[src/rtl/add_sub_pkg.sv]
// Shared definitions for the add/sub arbiter slice.
//   state_e  : arbiter FSM encoding (IDLE, EXEC, RESP)
//   MAX_REQ  : widest requester vector rr_pick() handles
//   MIN_VAL  : most-negative value, MSB-aligned in 64 bits; slice the top
//              DATA_WIDTH bits to get -2^(DATA_WIDTH-1) at any width
//   rr_pick  : round-robin search starting just after ptr
package add_sub_pkg;

  typedef enum logic [1:0] {
    IDLE = 2'd0,
    EXEC = 2'd1,
    RESP = 2'd2
  } state_e;

  localparam int unsigned MAX_REQ = 8;
  localparam logic [63:0] MIN_VAL = 64'h8000_0000_0000_0000;

  // First set bit of valid at ptr+1, ptr+2, ... modulo n. Returns 0 when
  // nothing is valid; callers qualify with |valid.
  function automatic logic [2:0] rr_pick(input logic [MAX_REQ-1:0] valid,
                                         input logic [2:0]         ptr,
                                         input int unsigned        n);
    logic [2:0]  pick;
    logic        found;
    int unsigned idx;
    pick  = '0;
    found = 1'b0;
    for (int unsigned k = 1; k <= n; k++) begin
      idx = (32'(ptr) + k) % n;
      if (!found && valid[idx[2:0]]) begin
        pick  = idx[2:0];
        found = 1'b1;
      end
    end
    return pick;
  endfunction

endpackage

[src/rtl/add_sub_arbiter_if.sv]
// Request/response bus between NUM_REQ requesters and the add/sub arbiter.
//   req_valid/req_ready : per-requester handshake (ready is one-hot or zero)
//   req_a/req_b         : packed signed operands, requester i at [i*DATA_WIDTH +: DATA_WIDTH]
//   req_sub             : 1 = A-B, 0 = A+B
//   rsp_*               : single valid/ready response channel with owner id
// master = requester side, slave = arbiter side.
interface add_sub_arbiter_if #(
  parameter int unsigned DATA_WIDTH = 16,
  parameter int unsigned NUM_REQ    = 4,
  parameter int unsigned ID_W       = $clog2(NUM_REQ)
);

  logic [NUM_REQ-1:0]            req_valid;
  logic [NUM_REQ-1:0]            req_ready;
  logic [NUM_REQ*DATA_WIDTH-1:0] req_a;
  logic [NUM_REQ*DATA_WIDTH-1:0] req_b;
  logic [NUM_REQ-1:0]            req_sub;
  logic                          rsp_valid;
  logic                          rsp_ready;
  logic [ID_W-1:0]               rsp_id;
  logic [DATA_WIDTH-1:0]         rsp_result;
  logic                          rsp_overflow;

  modport master (
    output req_valid, req_a, req_b, req_sub, rsp_ready,
    input  req_ready, rsp_valid, rsp_id, rsp_result, rsp_overflow
  );

  modport slave (
    input  req_valid, req_a, req_b, req_sub, rsp_ready,
    output req_ready, rsp_valid, rsp_id, rsp_result, rsp_overflow
  );

endinterface

[src/rtl/add_sub_arbiter_add_sub.sv]
// Add_Sub: combinational carry-look-ahead adder built from 4-bit CLA slices,
// slices chained through their group generate/propagate.
//   a, b : operands (DATA_WIDTH, multiple of 4)
//   cin  : carry in
//   sum  : a + b + cin, wrapped
//   ovf  : signed overflow (carry into MSB xor carry out of MSB)
module Add_Sub #(
  parameter int unsigned DATA_WIDTH = 16
) (
  input  logic [DATA_WIDTH-1:0] a,
  input  logic [DATA_WIDTH-1:0] b,
  input  logic                  cin,
  output logic [DATA_WIDTH-1:0] sum,
  output logic                  ovf
);

  localparam int unsigned NSL = DATA_WIDTH / 4;

  logic [DATA_WIDTH-1:0] g;
  logic [DATA_WIDTH-1:0] p;
  logic [DATA_WIDTH:0]   c;

  assign g    = a & b;
  assign p    = a ^ b;
  assign c[0] = cin;

  for (genvar s = 0; s < NSL; s++) begin : g_slice
    localparam int unsigned B = 4 * s;
    logic gg;
    logic pg;

    assign c[B+1] = g[B] | (p[B] & c[B]);
    assign c[B+2] = g[B+1] | (p[B+1] & g[B]) | (p[B+1] & p[B] & c[B]);
    assign c[B+3] = g[B+2] | (p[B+2] & g[B+1]) | (p[B+2] & p[B+1] & g[B])
                  | (p[B+2] & p[B+1] & p[B] & c[B]);

    assign gg = g[B+3] | (p[B+3] & g[B+2]) | (p[B+3] & p[B+2] & g[B+1])
              | (p[B+3] & p[B+2] & p[B+1] & g[B]);
    assign pg = p[B+3] & p[B+2] & p[B+1] & p[B];

    assign c[B+4] = gg | (pg & c[B]);
  end

  assign sum = p ^ c[DATA_WIDTH-1:0];
  assign ovf = c[DATA_WIDTH] ^ c[DATA_WIDTH-1];

endmodule

[src/rtl/add_sub_arbiter.sv]
// add_sub_arbiter: round-robin scheduler sharing one Add_Sub adder among
// NUM_REQ requesters, one operation in flight at a time.
//   clk   : rising-edge clock
//   rst_n : synchronous active-low reset (discards any in-flight operation)
//   bus   : add_sub_arbiter_if slave (request handshakes + response channel)
//   busy  : high in EXEC or RESP
// Subtraction negates B before the adder; adder carry-in is always 0.
module add_sub_arbiter
  import add_sub_pkg::*;
#(
  parameter int unsigned DATA_WIDTH = 16,
  parameter int unsigned NUM_REQ    = 4,
  parameter int unsigned ID_W       = $clog2(NUM_REQ)
) (
  input  logic                  clk,
  input  logic                  rst_n,
  add_sub_arbiter_if.slave      bus,
  output logic                  busy
);

  localparam logic [DATA_WIDTH-1:0] MIN = MIN_VAL[63 -: DATA_WIDTH];
  localparam logic [DATA_WIDTH-1:0] ONE = DATA_WIDTH'(1);

  state_e                state;
  logic [ID_W-1:0]       rr_ptr;

  logic [DATA_WIDTH-1:0] op_a;
  logic [DATA_WIDTH-1:0] op_b;
  logic                  op_sub;
  logic                  op_b_min;
  logic [ID_W-1:0]       op_id;

  logic [MAX_REQ-1:0]    valid8;
  logic [2:0]            pick;
  logic [ID_W-1:0]       g;
  logic                  grant_window;
  logic                  do_grant;
  logic [DATA_WIDTH-1:0] sel_a;
  logic [DATA_WIDTH-1:0] sel_b;
  logic [DATA_WIDTH-1:0] nxt_b;

  logic [DATA_WIDTH-1:0] sum;
  logic                  add_ovf;

  // Grant selection. rsp_ready feeds req_ready combinationally so a new
  // operation can start in the same cycle the previous response drains.
  always_comb begin
    valid8                = '0;
    valid8[NUM_REQ-1:0]   = bus.req_valid;
    pick                  = rr_pick(valid8, 3'(rr_ptr), NUM_REQ);
    g                     = ID_W'(pick);
    grant_window          = (state == IDLE) || ((state == RESP) && bus.rsp_ready);
    do_grant              = rst_n && grant_window && (|bus.req_valid);
    for (int unsigned i = 0; i < NUM_REQ; i++) begin
      bus.req_ready[i] = do_grant && (g == ID_W'(i));
    end
    sel_a = bus.req_a[g*DATA_WIDTH +: DATA_WIDTH];
    sel_b = bus.req_b[g*DATA_WIDTH +: DATA_WIDTH];
    nxt_b = bus.req_sub[g] ? (~sel_b + ONE) : sel_b;
  end

  assign busy = (state == EXEC) || (state == RESP);

  Add_Sub #(
    .DATA_WIDTH(DATA_WIDTH)
  ) u_add_sub (
    .a   (op_a),
    .b   (op_b),
    .cin (1'b0),
    .sum (sum),
    .ovf (add_ovf)
  );

  always_ff @(posedge clk) begin
    if (!rst_n) begin
      state            <= IDLE;
      rr_ptr           <= ID_W'(NUM_REQ - 1);
      op_a             <= '0;
      op_b             <= '0;
      op_sub           <= 1'b0;
      op_b_min         <= 1'b0;
      op_id            <= '0;
      bus.rsp_valid    <= 1'b0;
      bus.rsp_id       <= '0;
      bus.rsp_result   <= '0;
      bus.rsp_overflow <= 1'b0;
    end else begin
      if (do_grant) begin
        op_a     <= sel_a;
        op_b     <= nxt_b;
        op_sub   <= bus.req_sub[g];
        op_b_min <= (sel_b == MIN);
        op_id    <= g;
        rr_ptr   <= g;
      end
      case (state)
        IDLE: begin
          if (do_grant) state <= EXEC;
        end
        EXEC: begin
          bus.rsp_result   <= sum;
          // -MIN wraps back to MIN, so the adder's own overflow is wrong for
          // that case; A - MIN overflows exactly when A is non-negative.
          bus.rsp_overflow <= (op_sub && op_b_min) ? ~op_a[DATA_WIDTH-1] : add_ovf;
          bus.rsp_id       <= op_id;
          bus.rsp_valid    <= 1'b1;
          state            <= RESP;
        end
        RESP: begin
          if (bus.rsp_ready) begin
            bus.rsp_valid <= 1'b0;
            state         <= do_grant ? EXEC : IDLE;
          end
        end
        default: state <= IDLE;
      endcase
    end
  end

endmodule

[src/flat_wrapper.sv]
// flat-port wrapper written by rule: the top's interface ports become plain ports
module add_sub_arbiter_flat import add_sub_pkg::*;
#(
  parameter int unsigned DATA_WIDTH = 16,
  parameter int unsigned NUM_REQ    = 4,
  parameter int unsigned ID_W       = $clog2(NUM_REQ)
)
  (clk, rst_n, busy, bus_req_valid, bus_req_a, bus_req_b, bus_req_sub, bus_rsp_ready, bus_req_ready, bus_rsp_valid, bus_rsp_id, bus_rsp_result, bus_rsp_overflow);
  add_sub_arbiter_if #(.DATA_WIDTH(DATA_WIDTH), .NUM_REQ(NUM_REQ), .ID_W(ID_W)) bus_i ();
  input  logic clk;
  input  logic rst_n;
  output logic busy;
  input wire logic [$bits(bus_i.req_valid)-1:0] bus_req_valid;
  input wire logic [$bits(bus_i.req_a)-1:0] bus_req_a;
  input wire logic [$bits(bus_i.req_b)-1:0] bus_req_b;
  input wire logic [$bits(bus_i.req_sub)-1:0] bus_req_sub;
  input wire logic [$bits(bus_i.rsp_ready)-1:0] bus_rsp_ready;
  output wire logic [$bits(bus_i.req_ready)-1:0] bus_req_ready;
  output wire logic [$bits(bus_i.rsp_valid)-1:0] bus_rsp_valid;
  output wire logic [$bits(bus_i.rsp_id)-1:0] bus_rsp_id;
  output wire logic [$bits(bus_i.rsp_result)-1:0] bus_rsp_result;
  output wire logic [$bits(bus_i.rsp_overflow)-1:0] bus_rsp_overflow;
  assign bus_i.req_valid = bus_req_valid;
  assign bus_i.req_a = bus_req_a;
  assign bus_i.req_b = bus_req_b;
  assign bus_i.req_sub = bus_req_sub;
  assign bus_i.rsp_ready = bus_rsp_ready;
  assign bus_req_ready = bus_i.req_ready;
  assign bus_rsp_valid = bus_i.rsp_valid;
  assign bus_rsp_id = bus_i.rsp_id;
  assign bus_rsp_result = bus_i.rsp_result;
  assign bus_rsp_overflow = bus_i.rsp_overflow;
  add_sub_arbiter #(.DATA_WIDTH(DATA_WIDTH), .NUM_REQ(NUM_REQ), .ID_W(ID_W)) u_core (.clk(clk), .rst_n(rst_n), .bus(bus_i), .busy(busy));
endmodule
[config.mk]
export PLATFORM = sky130hd
export DESIGN_NAME = add_sub_arbiter_flat
export DESIGN_NICKNAME = d
export VERILOG_FILES = /design/src/rtl/add_sub_pkg.sv /design/src/rtl/add_sub_arbiter_if.sv /design/src/rtl/add_sub_arbiter_add_sub.sv /design/src/rtl/add_sub_arbiter.sv /design/src/flat_wrapper.sv
export SDC_FILE = /design/constraint.sdc
export NUM_CORES = 1
export LEC_CHECK = 0
export CAP_MARGIN = 40
export CORE_MARGIN = 2
export CORE_UTILIZATION = 50
export CTS_CLUSTER_SIZE = 12
export DETAILED_ROUTE_END_ITERATION = 6
export GPL_TIMING_DRIVEN = 1
export PLACE_DENSITY = 0.88
export SYNTH_ARGS = -nofsm -noshare
export SYNTH_HDL_FRONTEND = slang
export SYNTH_HIERARCHICAL = 1
export SYNTH_SLANG_ARGS = --single-unit
[constraint.sdc]
create_clock -name clk -period 4.61 [get_ports clk]
set_input_delay 0.6915 -clock clk [delete_from_list [all_inputs] [get_ports clk]]
set_output_delay 0.6915 -clock clk [all_outputs]
set_load 0.005 [all_outputs]
After elaboration in Yosys (flattened, before gate mapping)

Cells that the tools add are included.

Flip-flop bits (word level): 60
Bits of input ports: 139
Output and inout port bits: 25
Word-level logic and storage cells: 177

Add/subtract/negate cells: 5
Magnitude comparators: 5
Eq/ne operators: 8
Shift-type cells: 2
Multiplexer cells: 25
Bitwise gates (word level): 99
Reductions and logical operators: 22

Operators with widths:

| kind                                                | number |
|---|---|
| indexed part select 64 x 7 -> 16 bit                | 2 |
| bitwise AND 1 bit                                   | 57 |
| bitwise OR 1 bit                                    | 36 |
| bitwise XOR 16 bit                                  | 2 |
| adder 16 x 1 -> 16 bit (second input constant)      | 1 |
| bitwise AND 16 bit                                  | 1 |
| == test 16 bit (second input constant)              | 1 |
| < comparator 2 x 4 -> 1 bit (second input constant) | 4 |
| two-way mux 16 bit                                  | 1 |
| inverter 16 bit                                     | 1 |
| two-way mux 2 bit                                   | 6 |
| logical AND 1 bit                                   | 11 |
| two-way mux 1 bit                                   | 11 |
| binary-select mux 1 bit (select 2 bit)              | 5 |
| == test 2 bit (second input constant)               | 3 |
| case mux 2 bit (3 select lines)                     | 1 |
| adder 2 x 1 -> 2 bit (second input constant)        | 2 |
| adder 2 bit (second input constant)                 | 2 |
| == test 2 x 1 -> 1 bit (second input constant)      | 2 |
| zero test 2 bit                                     | 2 |
| AND reduction 2 bit                                 | 2 |
| OR reduction 4 bit                                  | 1 |
| zero test 1 bit                                     | 3 |
| < comparator 2 x 3 -> 1 bit (second input constant) | 1 |
| other kinds (7)                                     | 8 |

Logic depth before layout (Yosys ltp)

Word-level depth: 17
Depth in mapped cells: 16
Mapped depth without buffers: 11

By module

The synthesis kept the hierarchy.

By module, submodules not included:

| module          | instances | cells each | area an instance (µm²) | sequential area each (µm²) |
|---|---|---|---|---|
| add_sub_arbiter | 1         | 472        | 3903.7                 | 1201.2 |
| Add_Sub         | 1         | 77         | 664.4                  | 0.0 |

Least setup slack after synthesis

Ideal clock, no wire load.

Path kind: input port to flip-flop
Start: input port bus_req_valid[3]
End: register u_core.op_b[14]
Library setup time: 144 ps
Arrival: 3139 ps
Required time: 4466 ps
Setup slack: 1327 ps
Stages on the path: 15
Path buffers: 4
Cell sequence: and3b_1 -> buf_6 -> o31a_1 -> buf_6 -> buf_12 -> buf_12 -> mux2i_1 -> mux2_4 -> ha_1 -> inv_1 -> a221oi_2 -> nand4_2 -> nor4_2 -> or3_1 -> a31oi_1

Cells in the longest elaborated chain, start to end: 16
Elaborated cells on any way between the ends: 29
Those cells by class: add/sub (1); shift (1); mux (18); bitwise (1); reduce/logical (8)

RTL lines:

| what                                    | RTL line              | source |
|---|---|---|
| from (decl)                             | flat_wrapper.sv:13    | `input wire logic [$bits(bus_i.req_valid)-1:0] bus_req_valid;` |
| binary-select mux 1 bit (select 2 bit)  | add_sub_pkg.sv:30     | `if (!found && valid[idx[2:0]]) begin` |
| two-way mux 1 bit (not written as such) | add_sub_pkg.sv:30     |  |
| two-way mux 1 bit                       | add_sub_pkg.sv:30     |  |
| zero test 1 bit                         | add_sub_pkg.sv:30     |  |
| logical AND 1 bit                       | add_sub_pkg.sv:30     |  |
| two-way mux 1 bit                       | add_sub_pkg.sv:30     |  |
| zero test 1 bit                         | add_sub_pkg.sv:30     |  |
| logical AND 1 bit                       | add_sub_pkg.sv:30     |  |
| two-way mux 1 bit                       | add_sub_pkg.sv:30     |  |
| zero test 1 bit                         | add_sub_pkg.sv:30     |  |
| logical AND 1 bit                       | add_sub_pkg.sv:30     |  |
| two-way mux 2 bit                       | add_sub_pkg.sv:30     |  |
| indexed part select 64 x 7 -> 16 bit    | add_sub_arbiter.sv:58 | `sel_b = bus.req_b[g*DATA_WIDTH +: DATA_WIDTH];` |
| inverter 16 bit                         | add_sub_arbiter.sv:59 | `nxt_b = bus.req_sub[g] ? (~sel_b + ONE) : sel_b;` |
| adder 16 x 1 -> 16 bit                  | add_sub_arbiter.sv:59 |  |
| two-way mux 16 bit                      | add_sub_arbiter.sv:59 |  |
| to (signal assigned)                    | add_sub_arbiter.sv:90 | `op_b <= nxt_b;` |
| to (decl)                               | add_sub_arbiter.sv:28 | `logic [DATA_WIDTH-1:0] op_b;` |

Several ways; a longest one is shown, not always the timed one. The select of a mux whose other input is x is not followed.
A chain may end at the register's enable or synchronous reset.

Final worst setup path

Start: input port bus_req_valid[0]
End: register u_core.op_b[12]

The elaborated chain is that of the path after synthesis.

==> impl_metrics.csv <==
group,metric,value,unit
die,num_rows,34,
pwr,power_density,347.3,mW/mm^2
routing,vias,4660,
clocking,post_cts_buffers,0,
min_path,hp-class,"register to register",
pwr,p_leak,2.621,nW
clocking,clockBufferDepth,2,
logic_synthesis,ys_seq_area_share,26.29,%
logic_synthesis,avgSynthCellArea,8.321,sq um
logic_synthesis,synth_top_cells_by_area,"dfxtp_1 26%, mux2i_1 10%, nand2_1 7.4%",
logic_synthesis,syn-cell-area,0.004568,sq mm
pwr,p_seq_share,31.2,%
pwr,p_int,1.373,mW
placement,place.gp.congestion,0.9593,
clocking,cts_tree,"done",
finish,diodes,0,
global_routing,grt-ovfl-total,0,
routing,vias_per_cell,5.760,
outcome,outcome,"finished clean",
finish,fin_util,72.76,%
logic_synthesis,synth.most_common_cell,"nand2_1",
die,io_pins,164,
global_routing,grt_pass1_vias,4625,
worst_setup_path,rr_startpoint,"u_core/rr_ptr[0]",
die,die_width,99.59,um
clocking,clock_latency,0.34,ns
finish,fin_nets,862,
timing,fin_crit_sh,86.55,%
timing,finalHoldViolations,0,
die,initial_utilization,51.88,%
clocking,numCtsBuffers,9,
placement,place.port_buffers,163,
timing,fin_crit,3.990,ns
worst_setup_path,crit_required,4.80,ns
placement,post-dp-hpwl,10630,um
timing,fmax,250.6,MHz
clocking,cts_htree_levels,3,
finish,fill_cells,640,
worst_setup_path,crit_start,"bus_req_valid[0]",
routing,initialDrtViolationCount,269,
timing,worstMarginPinSlew,0.7889,ns
timing,rsz0062_at_grt,"no",
routing,detail_route.drc_violations,0,
routing,drt-pass1-iter-count,5,
worst_setup_path,cp_max_fo,44,
global_routing,grt_use_total,27.04,%
logic_synthesis,synth-main-ff-cell,"dfxtp_1",
clocking,cts_root_buf,"clkbuf_8",
global_routing,antenna_found_initial,0,
worst_setup_path,cp.arrival,4.18,ns
logic_synthesis,synth_cell_type_count,66,
logic_synthesis,yosysTopAreaCellShare,26.29,%
routing,antenna_left,0,
logic_synthesis,synth_seq_cells,60,
clocking,clk_pin_slew,0.07,ns
pwr,p_switching,852.3,uW
pwr,swShare,38.30,%
die,dieArea,0.009917,sq mm
finish,drive_above_1_share,7.989,%
pwr,clkPwrFrac,19.0,%
logic_synthesis,synth.top_cells.by_count,"90 x nand2_1, 60 x dfxtp_1, 46 x mux2i_1",
global_routing,grt_max_degree,67,
timing,setup_viol,0,
logic_synthesis,yosysWarnings,6,
routing,drt-total-wl,13650,um
worst_setup_path,worstSetupPathType,"input port to register",
logic_synthesis,async_flop_share,0,%
logic_synthesis,synth_top_cell_by_area,"dfxtp_1",
routing,wire_per_inst,16.87,um
pwr,power.share.combinational,49.8,%
die,die_h,99.59,um
worst_setup_path,end_kind,"register",
timing,setup-tns-final,0,ns
timing,skew,0.005893,ns
finish,synthToLayoutAreaGrowth,40.26,%
job,cap_viol_max_count,0,
min_path,min-delay-start,"u_core/op_id[1]",
clocking,clkSinkCount,60,
pwr,irDropWorstVdd,0.1898,mV
timing,relSlewSlack,45.90,%
logic_synthesis,synth_edf_count,0,
clocking,post_cts_resized,0,
logic_synthesis,synthCells,549,
global_routing,grt_pass1_wl,21490,um
clocking,postCtsHoldBufs,0,
timing,finalMaxSlewViolations,0,
die,coreArea,0.008806,sq mm
worst_setup_path,crit_path_start_kind,"input port",
-- state kept, by name, summed over array words and instances (netlist names) --
register,count
u_core/bus.rsp_valid,1
u_core/op_sub,1
u_core/op_a,16
u_core/rr_ptr,2
u_core/bus.rsp_result,16
u_core/op_b,16
u_core/bus.rsp_overflow,1
u_core/state,2
u_core/op_id,2
u_core/bus.rsp_id,2
u_core/op_b_min,1
-- layout by cell type, fill, tap and decap left out, types with 3 or more instances in the layout --
cell type	n
nand3_1	19
buf_4	7
clkdlybuf4s50_1	163
a21o_1	5
o2111ai_1	4
xor2_1	12
o21ai_0	17
and3_1	16
mux2i_1	46
nor2b_1	41
a22oi_1	3
o21bai_1	3
a311oi_1	16
o21a_1	3
o311ai_0	8
nor2_1	13
dfxtp_1	60
fa_1	4
conb_1	3
o31ai_1	3
inv_1	19
o21ai_1	6
clkbuf_8	12
nor3_1	4
a31oi_1	4
mux2_4	3
ha_1	21
mux2_2	9
o221ai_1	3
nand2_1	90
a21oi_1	30
xnor2_1	12
-- cells by family after synthesis --
kind of cell	share of synthesized area [%]
and+or+nand+nor	21.53
adders and majority gates	7.505
other	0.08209
buffers and inverters	5.943
AOI/OAI and AO/OA	20.76
muxes	13.28
DFF	26.29
xor gates and xnor gates	4.601
-- metal layers --
layer,part of all wire (%),GRT usage [%]
met5,0,0
met4,1.5,8.641
met3,6.7,4.779
met2,51,48.23
met1,41,32.96
-- worst max-delay path: stages --
cell,delay (ns)
clkdlybuf4s50_1,0.48
a21oi_2,0.42
o31a_2,0.58
buf_4,0.57
mux2i_1,0.18
mux2i_1,0.66
o21ai_0,0.25
xnor2_1,0.22
o21ai_0,0.10
-- final cells by class --
type / count / area, sq um / share of cell area, %
sequential: 60 / 1201 / 18.75
timing repair buffer: 171 / 1712 / 26.71
tap: 108 / 135.1 / 2.109
multi-input combinational: 437 / 3113 / 48.58
clock buffer: 12 / 165.2 / 2.578
inverter: 19 / 71.32 / 1.113
clock inverter: 2 / 10.01 / 0.1562
-- power groups by stage --
stage / combinational, mW / clock, mW / sequential [mW]
after CTS: 1.09 / 0.429 / 0.693
after floorplan: 0.770 / 0 / 0.676
after global placement: 1.04 / 0 / 0.698
final: 1.11 / 0.423 / 0.695
after detailed placement: 1.08 / 0 / 0.703
after global routing: 1.20 / 0.452 / 0.704
-- stage by stage --
stage / instance area, sq um / std cells / worst slack (ns) / total power [mW] / hold slack, ns
6_report: 6407 / 809 / 0.6201 / 2.225 / 0.4756
5_1_grt: 6407 / 809 / 0.3983 / 2.358 / 0.4942
4_1_cts: 6407 / 809 / 0.7137 / 2.216 / 0.4722
3_5_place_dp: 6232 / 795 / 0.3789 / 1.787 / 0.4641
3_3_place_gp: 6205 / 794 / 0.5703 / 1.734 / 0.4549
2_1_floorplan: 4576 / 551 / 1.327 / 1.447 / 0.4406
-- final timing paths --
kind / to / cells after the start / slack (ns)
worst max-delay path: u_core/op_b[12] / 9 / 0.62
worst max register to register: u_core/op_b[12] / 8 / 0.86
worst min-delay path: u_core/op_id[1] / 2 / 0.48
worst min register to register: u_core/op_id[1] / 2 / 0.48
(Power assumes the default switching activity.)
